<file path="config.mk">
export PLATFORM = sky130hd
export DESIGN_NAME = key_expansion_seq
export DESIGN_NICKNAME = d
export VERILOG_FILES = /design/src/rtl/key_expansion_seq.sv
export SDC_FILE = /design/constraint.sdc
export NUM_CORES = 2
export LEC_CHECK = 0
export CORE_AREA = 4 4 429 389
export DETAILED_ROUTE_END_ITERATION = 6
export DIE_AREA = 0 0 433 393
export GPL_TIMING_DRIVEN = 1
export PLACE_DENSITY = 0.63
export RECOVER_POWER = 50
export SLEW_MARGIN = 0
export SYNTH_ARGS = -nofsm -noshare
export SYNTH_HDL_FRONTEND = slang
export SYNTH_SLANG_ARGS = --single-unit
</file>
<file path="constraint.sdc">
create_clock -name clk -period 44.7 [get_ports clk]
set_input_delay 6.705 -clock clk [delete_from_list [all_inputs] [get_ports clk]]
set_output_delay 6.705 -clock clk [all_outputs]
set_load 0.01 [all_outputs]
</file>
<file path="src/rtl/key_expansion_seq.sv">
// Iterative AES key schedule (AES-128/192/256): one 32-bit word per cycle,
// with round keys handed out over a valid/ready stream.
module key_expansion_seq #(
  parameter int NK = 4
) (
  input  logic             clk,
  input  logic             rst_n,
  input  logic             start,
  input  logic [32*NK-1:0] key_in,
  output logic             busy,
  output logic             rk_valid,
  input  logic             rk_ready,
  output logic [127:0]     rk_data,
  output logic [3:0]       rk_round,
  output logic             done
);

  localparam int         NR         = NK + 6;
  localparam logic [5:0] NK_W       = 6'(NK);
  localparam logic [3:0] LAST_ROUND = 4'(NR);

  typedef enum logic [1:0] {IDLE, GEN, HOLD, FIN} state_e;

  function automatic logic [7:0] gf_mul(input logic [7:0] a, input logic [7:0] b);
    logic [7:0] acc;
    logic [7:0] sh;
    acc = '0;
    sh  = a;
    for (int k = 0; k < 8; k++) begin
      if (b[k]) acc = acc ^ sh;
      sh = {sh[6:0], 1'b0} ^ (sh[7] ? 8'h1b : 8'h00);
    end
    return acc;
  endfunction

  // Inverse as x^254 by repeated squaring (0 maps to 0), then the affine transform.
  function automatic logic [7:0] sbox(input logic [7:0] x);
    logic [7:0] sq;
    logic [7:0] inv;
    sq  = x;
    inv = 8'h01;
    for (int k = 1; k < 8; k++) begin
      sq  = gf_mul(sq, sq);
      inv = gf_mul(inv, sq);
    end
    return inv ^ {inv[6:0], inv[7]} ^ {inv[5:0], inv[7:6]} ^
           {inv[4:0], inv[7:5]} ^ {inv[3:0], inv[7:4]} ^ 8'h63;
  endfunction

  function automatic logic [31:0] sub_word(input logic [31:0] v);
    return {sbox(v[31:24]), sbox(v[23:16]), sbox(v[15:8]), sbox(v[7:0])};
  endfunction

  function automatic logic [7:0] rcon(input logic [5:0] j);
    case (j)
      6'd1:    return 8'h01;
      6'd2:    return 8'h02;
      6'd3:    return 8'h04;
      6'd4:    return 8'h08;
      6'd5:    return 8'h10;
      6'd6:    return 8'h20;
      6'd7:    return 8'h40;
      6'd8:    return 8'h80;
      6'd9:    return 8'h1b;
      6'd10:   return 8'h36;
      default: return 8'h00;
    endcase
  endfunction

  state_e         state_q;
  logic [5:0]     i_q;
  logic [31:0]    window_q [NK];
  logic [95:0]    asm_q;
  logic [127:0]   rk_data_q;
  logic [3:0]     rk_round_q;
  logic           rk_valid_q;
  logic           busy_q;
  logic           done_q;

  logic [5:0]     i_div;
  logic [5:0]     i_mod;
  logic [31:0]    t;
  logic [31:0]    w_d;

  // window_q[0] is w[i-NK], window_q[NK-1] is w[i-1]. While i<NK the window
  // just rotates the loaded key, so window_q[0] is always the word to emit or XOR.
  // NOTE: combinational logic uses blocking '='; only always_ff uses '<='.
  always_comb begin
    i_div = i_q / NK_W;
    i_mod = i_q % NK_W;
    t     = window_q[NK-1];
    if (i_mod == 6'd0) begin
      t = sub_word({t[23:0], t[31:24]}) ^ {rcon(i_div), 24'h0};
    end else if (NK == 8 && i_mod == 6'd4) begin
      t = sub_word(t);
    end
    w_d = (i_q < NK_W) ? window_q[0] : (window_q[0] ^ t);
  end

  // NOTE: the key window is a handful of flops, so it is reset like any other register.
  always_ff @(posedge clk or negedge rst_n) begin
    if (!rst_n) begin
      state_q    <= IDLE;
      i_q        <= '0;
      for (int k = 0; k < NK; k++) window_q[k] <= '0;
      asm_q      <= '0;
      rk_data_q  <= '0;
      rk_round_q <= '0;
      rk_valid_q <= 1'b0;
      busy_q     <= 1'b0;
      done_q     <= 1'b0;
    end else begin
      done_q <= 1'b0;
      case (state_q)
        IDLE: begin
          if (start) begin
            for (int k = 0; k < NK; k++) window_q[k] <= key_in[32*(NK-k)-1 -: 32];
            i_q     <= '0;
            busy_q  <= 1'b1;
            state_q <= GEN;
          end
        end
        GEN: begin
          for (int k = 0; k < NK - 1; k++) window_q[k] <= window_q[k+1];
          window_q[NK-1] <= w_d;
          asm_q          <= {asm_q[63:0], w_d};
          // i stops on the very last word so it never leaves 0..TW-1.
          i_q <= (i_q[1:0] == 2'd3 && i_q[5:2] == LAST_ROUND) ? i_q : i_q + 6'd1;
          if (i_q[1:0] == 2'd3) begin
            rk_data_q  <= {asm_q, w_d};
            rk_round_q <= i_q[5:2];
            rk_valid_q <= 1'b1;
            state_q    <= HOLD;
          end
        end
        HOLD: begin
          if (rk_ready) begin
            rk_valid_q <= 1'b0;
            if (rk_round_q == LAST_ROUND) begin
              busy_q  <= 1'b0;
              done_q  <= 1'b1;
              state_q <= FIN;
            end else begin
              state_q <= GEN;
            end
          end
        end
        FIN:     state_q <= IDLE;
        default: state_q <= IDLE;
      endcase
    end
  end

  assign busy     = busy_q;
  assign rk_valid = rk_valid_q;
  assign rk_data  = rk_data_q;
  assign rk_round = rk_round_q;
  assign done     = done_q;

endmodule

</file>
* Word-level counts from Yosys, hierarchy flattened
Memory sizes are Yosys's and may differ from the RTL's.
Index checks and enable logic that the tools add are counted.
** Operators by class
- Add/subtract/negate cells :: 1
- Magnitude comparators :: 1
- Equality and inequality tests :: 11
- Multiplexer cells :: 1283
- Bitwise gates (word level) :: 778
- Reductions and logical operators :: 12
** Operators with widths (count)
- $mux 8 :: 869
- $xor 8x8->8 :: 380
- $xor 8x5->8 :: 364
- $mux 5 :: 368
- $pmux 128 s2 :: 1
- $mux 128 :: 1
- $mux 32 :: 2
- $xor 32x32->32 :: 2
- $mux 6 :: 6
- $mux 7 :: 4
- $not 1->1 :: 28
- $mux 2 :: 8
- $mux 4 :: 4
- $not 4->4 :: 4
- $mux 1 :: 12
- $mux 3 :: 4
- $pmux 6 s2 :: 1
- $ne 2x2->1 const B :: 5
- $reduce_and 3->1 :: 3
- $eq 4x4->1 const B :: 2
- $pmux 2 s4 :: 1
- $add 6x1->6 const B :: 1
- $eq 2x2->1 const B :: 3
- $logic_not 6->1 :: 1
- other kinds (8) :: 12
** Storage, ports and cells
- Register bits after elaboration :: 367
- Bits in read-only memories :: 128
- Input bits :: 132
- Output and inout port bits :: 135
- Word-level logic and storage cells :: 2099
- Memories kept :: 1
** Memory list
- (no name shown) :: words 16, bits a word 8, rd ports 1, clocked after Yosys merged registers in 0, write ports 0, line 55 : case (j)

* Logic depth before layout (Yosys ltp)
- Word-level depth :: 194
- Depth in mapped cells :: 66
- Depth with buffers taken out :: 56

* Least setup slack after synthesis
Ideal clock, no wire load.
- Path kind :: reg2reg
- Start :: register window_q[23] (netlist bit)
- End :: register window_q[25] (netlist bit)
- Setup time :: 0.126 ns
- Arrival time :: 15.195 ns
- Required time :: 44.574 ns
- Setup slack :: 29.379 ns
- Stages on the path, launching flop included :: 60
- Path buffers :: 9
- Period minus slack after synthesis :: 15.321 ns
- Cell sequence :: dfrtp_1 > ha_1 > nand2_1 > xnor2_2 > clkinv_1 > clkbuf_1 > ha_1 > clkbuf_1 > xnor2_1 > a21boi_1 > xnor3_1 > clkbuf_1 > ha_1 > clkbuf_1 > nand2_1 > xor2_1 > xnor2_1 > inv_1 > (+24 left out) > or4_1 > clkbuf_1 > and2_1 > clkbuf_1 > nor2_1 > xnor2_4 > xnor3_2 > nor2_1 > xnor2_1 > xnor3_1 > xnor2_1 > xnor3_1 > xnor3_1 > mux2i_1 > nand2_1 > xor2_1 > nor2_1 > a221o_1
** Between the ends
- Longest elaborated chain between the ends :: 194
- Elaborated cells on any way between the ends :: 503
- Classes of those cells :: mux: 314; bitwise: 189
** RTL lines
- start, declared :: line 72 : logic [31:0] window_q [NK];
- start signal, assigned by index :: line 125 : window_q[NK-1] <= w_d;
- $mux 5 / $mux 8 (equally long branches) :: line 31, 30
- $xor 8x5->8 / $mux 8 (equally long branches) :: line 31, 92
- $xor 8x8->8 :: line 30 : if (b[k]) acc = acc ^ sh;
- $mux 8 :: line 30
- $mux 8 :: line 92 : if (i_mod == 6'd0) begin
- $xor 8x8->8 :: line 30
- $mux 8 :: line 30
- $mux 8 :: line 92
- (+176 left out)
- $xor 8x8->8 (3 in a row) :: line 46 : return inv ^ {inv[6:0], inv[7]} ^ {inv[5:0], inv[7:6]} ^
- $xor 8x8->8 * :: line 47 : {inv[4:0], inv[7:5]} ^ {inv[3:0], inv[7:4]} ^ 8'h63;
- $not 4->4 (no source line) *
- $xor 32x32->32 * :: line 93 : t = sub_word({t[23:0], t[31:24]}) ^ {rcon(i_div), 24'h0};
- $mux 32 * :: line 92
- $xor 32x32->32 * :: line 97 : w_d = (i_q < NK_W) ? window_q[0] : (window_q[0] ^ t);
- $mux 32 * :: line 97
- $pmux 128 s2 * :: line 114 : case (state_q)
Mark *: on every way between the ends. The rest lies on a longest branch, timed or not. The select of a mux whose other input is x is not followed.
A chain may end at the register's enable or synchronous reset.

* Worst setup path after layout
- Start :: register window_q[23] (netlist bit)
- End :: register rk_data_q[24] (netlist: rk_data[24])
** Between the ends
- Longest elaborated chain between the ends :: 193
- Elaborated cells on any way between the ends :: 502
- Classes of those cells :: mux: 313; bitwise: 189
** RTL lines
- $mux 5 / $mux 8 (equally long branches) :: line 31, 30
- $xor 8x5->8 / $mux 8 (equally long branches) :: line 31, 92
- $xor 8x8->8 :: line 30
- $mux 8 :: line 30
- $mux 8 :: line 92
- $xor 8x8->8 :: line 30
- $mux 8 :: line 30
- $mux 8 :: line 92
- (+175 left out)
- $mux 8 * :: line 92
- $xor 8x8->8 (3 in a row) :: line 46
- $xor 8x8->8 * :: line 47
- $not 4->4 (no source line) *
- $xor 32x32->32 * :: line 93
- $mux 32 * :: line 92
- $xor 32x32->32 * :: line 97
- $mux 32 * :: line 97
- end signal, assigned :: line 130 : rk_data_q <= {asm_q, w_d};
- end, declared :: line 74 : logic [127:0] rk_data_q;
Marked as above.

==> results.cfg <==
[worst_setup_path]
critPathBufInv = 3
crit_type = register to register
critPathRequiredTime_ps = 45040
path_max_fanout = 28
max_stage_delay_ps = 1000
critPathLaunchType = register
crit_slowest_cell = a21oi_1
path_delay_family = XOR/XNOR gates
crit_path_frequent_cell = xnor2_1
cp.arrival_ps = 21110
cp-end-kind = register

[sta]
tns_ps = 0
finalHoldViolations = 0
slew-limit-headroom_pct = -327
hold-worst-slack_ps = 469
skew_ps = 16.1
period_needed_ps = 20780
worst_slew_pin_slew_ps = 6410
setup_viol = 0
period_share_pct = 46.5
slew_viol_final = 575
fin_ws_ps = 23920
timing.fmax_ghz = 0.0481
rsz0062_at_grt = false

[yosys]
synth_flop_cell = dfrtp_1
synth_top_cell_area_share_pct = 19.8
synth.area.top_cells = xnor2_1 20%, dfrtp_1 13%, xnor3_1 12%
synth_edf_count = 0
synth.distinct_cells = 115
async_flop_share_pct = 100
syn_inst = 9363
syn_area_sq_mm = 0.0727
ys_ff_latch = 367
ys_seq_area_share_pct = 12.6
syn_nets = 9521
synth_area_leader_cell = xnor2_1
syn_avg_cell_area_sq_um = 7.76
ys.warnings.count = 0

[floorplanning]
rows = 141
ios = 267
start_util_pct = 44.6
die_x_um = 433
die_h_um = 393
die_area_sq_mm = 0.170
core_sq_mm = 0.163

[run_status]
status = finished, violations left
violations = max-capacitance violations, max-slew violations

[cts]
post_cts_buffers = 0
cts.clk_slew.worst_paths_ps = 60
cts-root-buf = clkbuf_16
cts_buffer_depth = 3
cts_sinks = 367
cts_resized = 0
holdBufCountCts = 0
cts_max_level = 2
cts_buffers = 42
cts_tree = yes
clkLatencyLatePin_ps = 620

[detailed_routing]
vias = 67700
detail-route-antenna-nets = 0
wirelength_um = 240000
routedWlPerCell_um = 20.9
drc = 0
firstDrtPassIters = 7
drt_iter0_drc = 6835
viasPerCell = 5.90

[global_route]
grt_pass1_wl_um = 372000
first_global_vias = 63100
grt_usage_pct = 27.0
antenna_found_initial = 10
grt-ovfl-total = 0
grt_max_degree = 121

[layout]
num-fill-cells = 15900
fin_nets = 9443
multi_input_area_sq_mm = 0.0608
area_delta_synth_final_pct = 8.97
register_area_sq_mm = 0.00918
layout-drive-gt1-share_pct = 7.65

[placed_design]
pre_cts_slack_ps = 24240
port_buffers = 266
gp_congestion = 0.951
hpwlAfterDp_um = 176000

[hold_path]
hold_path_class = register to register

[job]
cap_violations = 8
cell usage in the layout, fill, tap and decap left out, drive strengths merged, types with 99 or more instances in the layout:
cell type	Yosys	layout
nand2	1315	1315
o22ai	110	110
mux2i	213	213
inv	92	99
dfrtp	367	367
a31oi	186	186
mux2	135	135
nor3	206	206
nor2	1271	1271
nand3	191	191
xnor2	1713	1713
buf	177	260
o21ai	444	444
xor2	471	471
clkdlybuf4s50	0	263
xnor3	388	388
a21oi	436	436
cells in the mapped netlist, types with 20 or more instances:
cell type	count
a211oi_1	94
a221oi_1	31
nand3_1	191
a221o_1	22
a31oi_1	186
o32ai_1	22
nor2_1	1265
mux2i_1	213
mux2_2	135
xnor2_2	61
a22oi_1	79
buf_2	107
xor2_2	23
dfrtp_1	367
and3_1	38
or2_2	23
or3_1	38
buf_4	20
inv_1	89
o21ai_1	31
xnor3_1	373
o22ai_1	110
nor2b_1	64
xnor2_1	1643
ha_1	26
buf_1	48
and2_1	48
o211ai_1	80
nand2_1	1314
nor4_1	29
o21ai_0	412
clkbuf_1	478
xor3_1	44
a32oi_1	23
o221ai_1	24
nand4_1	21
a21oi_1	434
nor3_1	204
a21o_1	34
xor2_1	441
nand2b_1	59
o211a_1	21
a211o_1	29
state kept, by name, summed over array words and instances, names as in the netlist:
signal and cells:
window_q 128, rk_data 128, asm_q 96, done 1
busy 1, rk_round 4, state_q 2, i_q 6
rk_valid 1
cells by family (layout without fill, tap and decap cells):
group,count (synthesis),count (layout),share of synthesized area (%)
AOI/OAI and AO/OA,1858,1858,16.5
xor gates and xnor gates,2621,2621,41.3
adders and majority gates,33,33,0.544
buffers and inverters,758,713,4.22
DFF,367,367,12.6
muxes,352,352,5.15
other,0,9,0
and+or+nand+nor,3374,3374,19.7
path summary, 6_finish.rpt:
| path | slack, ps | start | to | cells past startpoint |
|---|---|---|---|---|
| worst max-delay path | 23920 | window_q[23] | rk_data[24] | 53 |
| worst min-delay path | 470 | asm_q[90] | asm_q[90] | 2 |
| worst max register to register | 23920 | window_q[23] | rk_data[24] | 53 |
| worst min register to register | 470 | asm_q[90] | asm_q[90] | 2 |
| max in group asynchronous | 30280 | rst_n | asm_q[40] | 2 |
| min in group asynchronous | 8420 | rst_n | asm_q[55] | 1 |
through the flow:
step / instance area (sq um) / util (%) / std cells
after floorplan: 72700 / - / 9363
after global placement: 77700 / 47.7 / 11400
after detailed placement: 77700 / 47.7 / 11400
after CTS: 79200 / 48.6 / 11500
after global routing: 79200 / 48.6 / 11500
final: 79200 / 48.6 / 11500
area by class of cell:
cell class	count	area share [%]
diodes	9	0.0284
clock buffers	59	1.57
clock inverters	18	0.307
inverters	103	0.488
multi-input cells	8238	76.8
flip-flops and latches	367	11.6
well taps	2145	3.39
repair buffers	533	5.85
worst min-delay path: stages, from the launching register on:
cell,delay [ps]
dfrtp_1,340
nand2_1,50
nand2_1,50
routing by layer:
| metal | GRT usage [%] | vias to the layer above | share of wire (%) |
|---|---|---|---|
| met5 | 0 | - | 0 |
| met4 | 13.9 | 0 | 5.9 |
| met3 | 2.19 | 443 | 6.4 |
| met2 | 42.9 | 2681 | 45 |
| met1 | 36.7 | 32600 | 42 |
| li1 | - | 32000 | - |
Power is not shown: default switching activity piles up to over one toggle a cycle in this logic, so the estimate is an artifact.
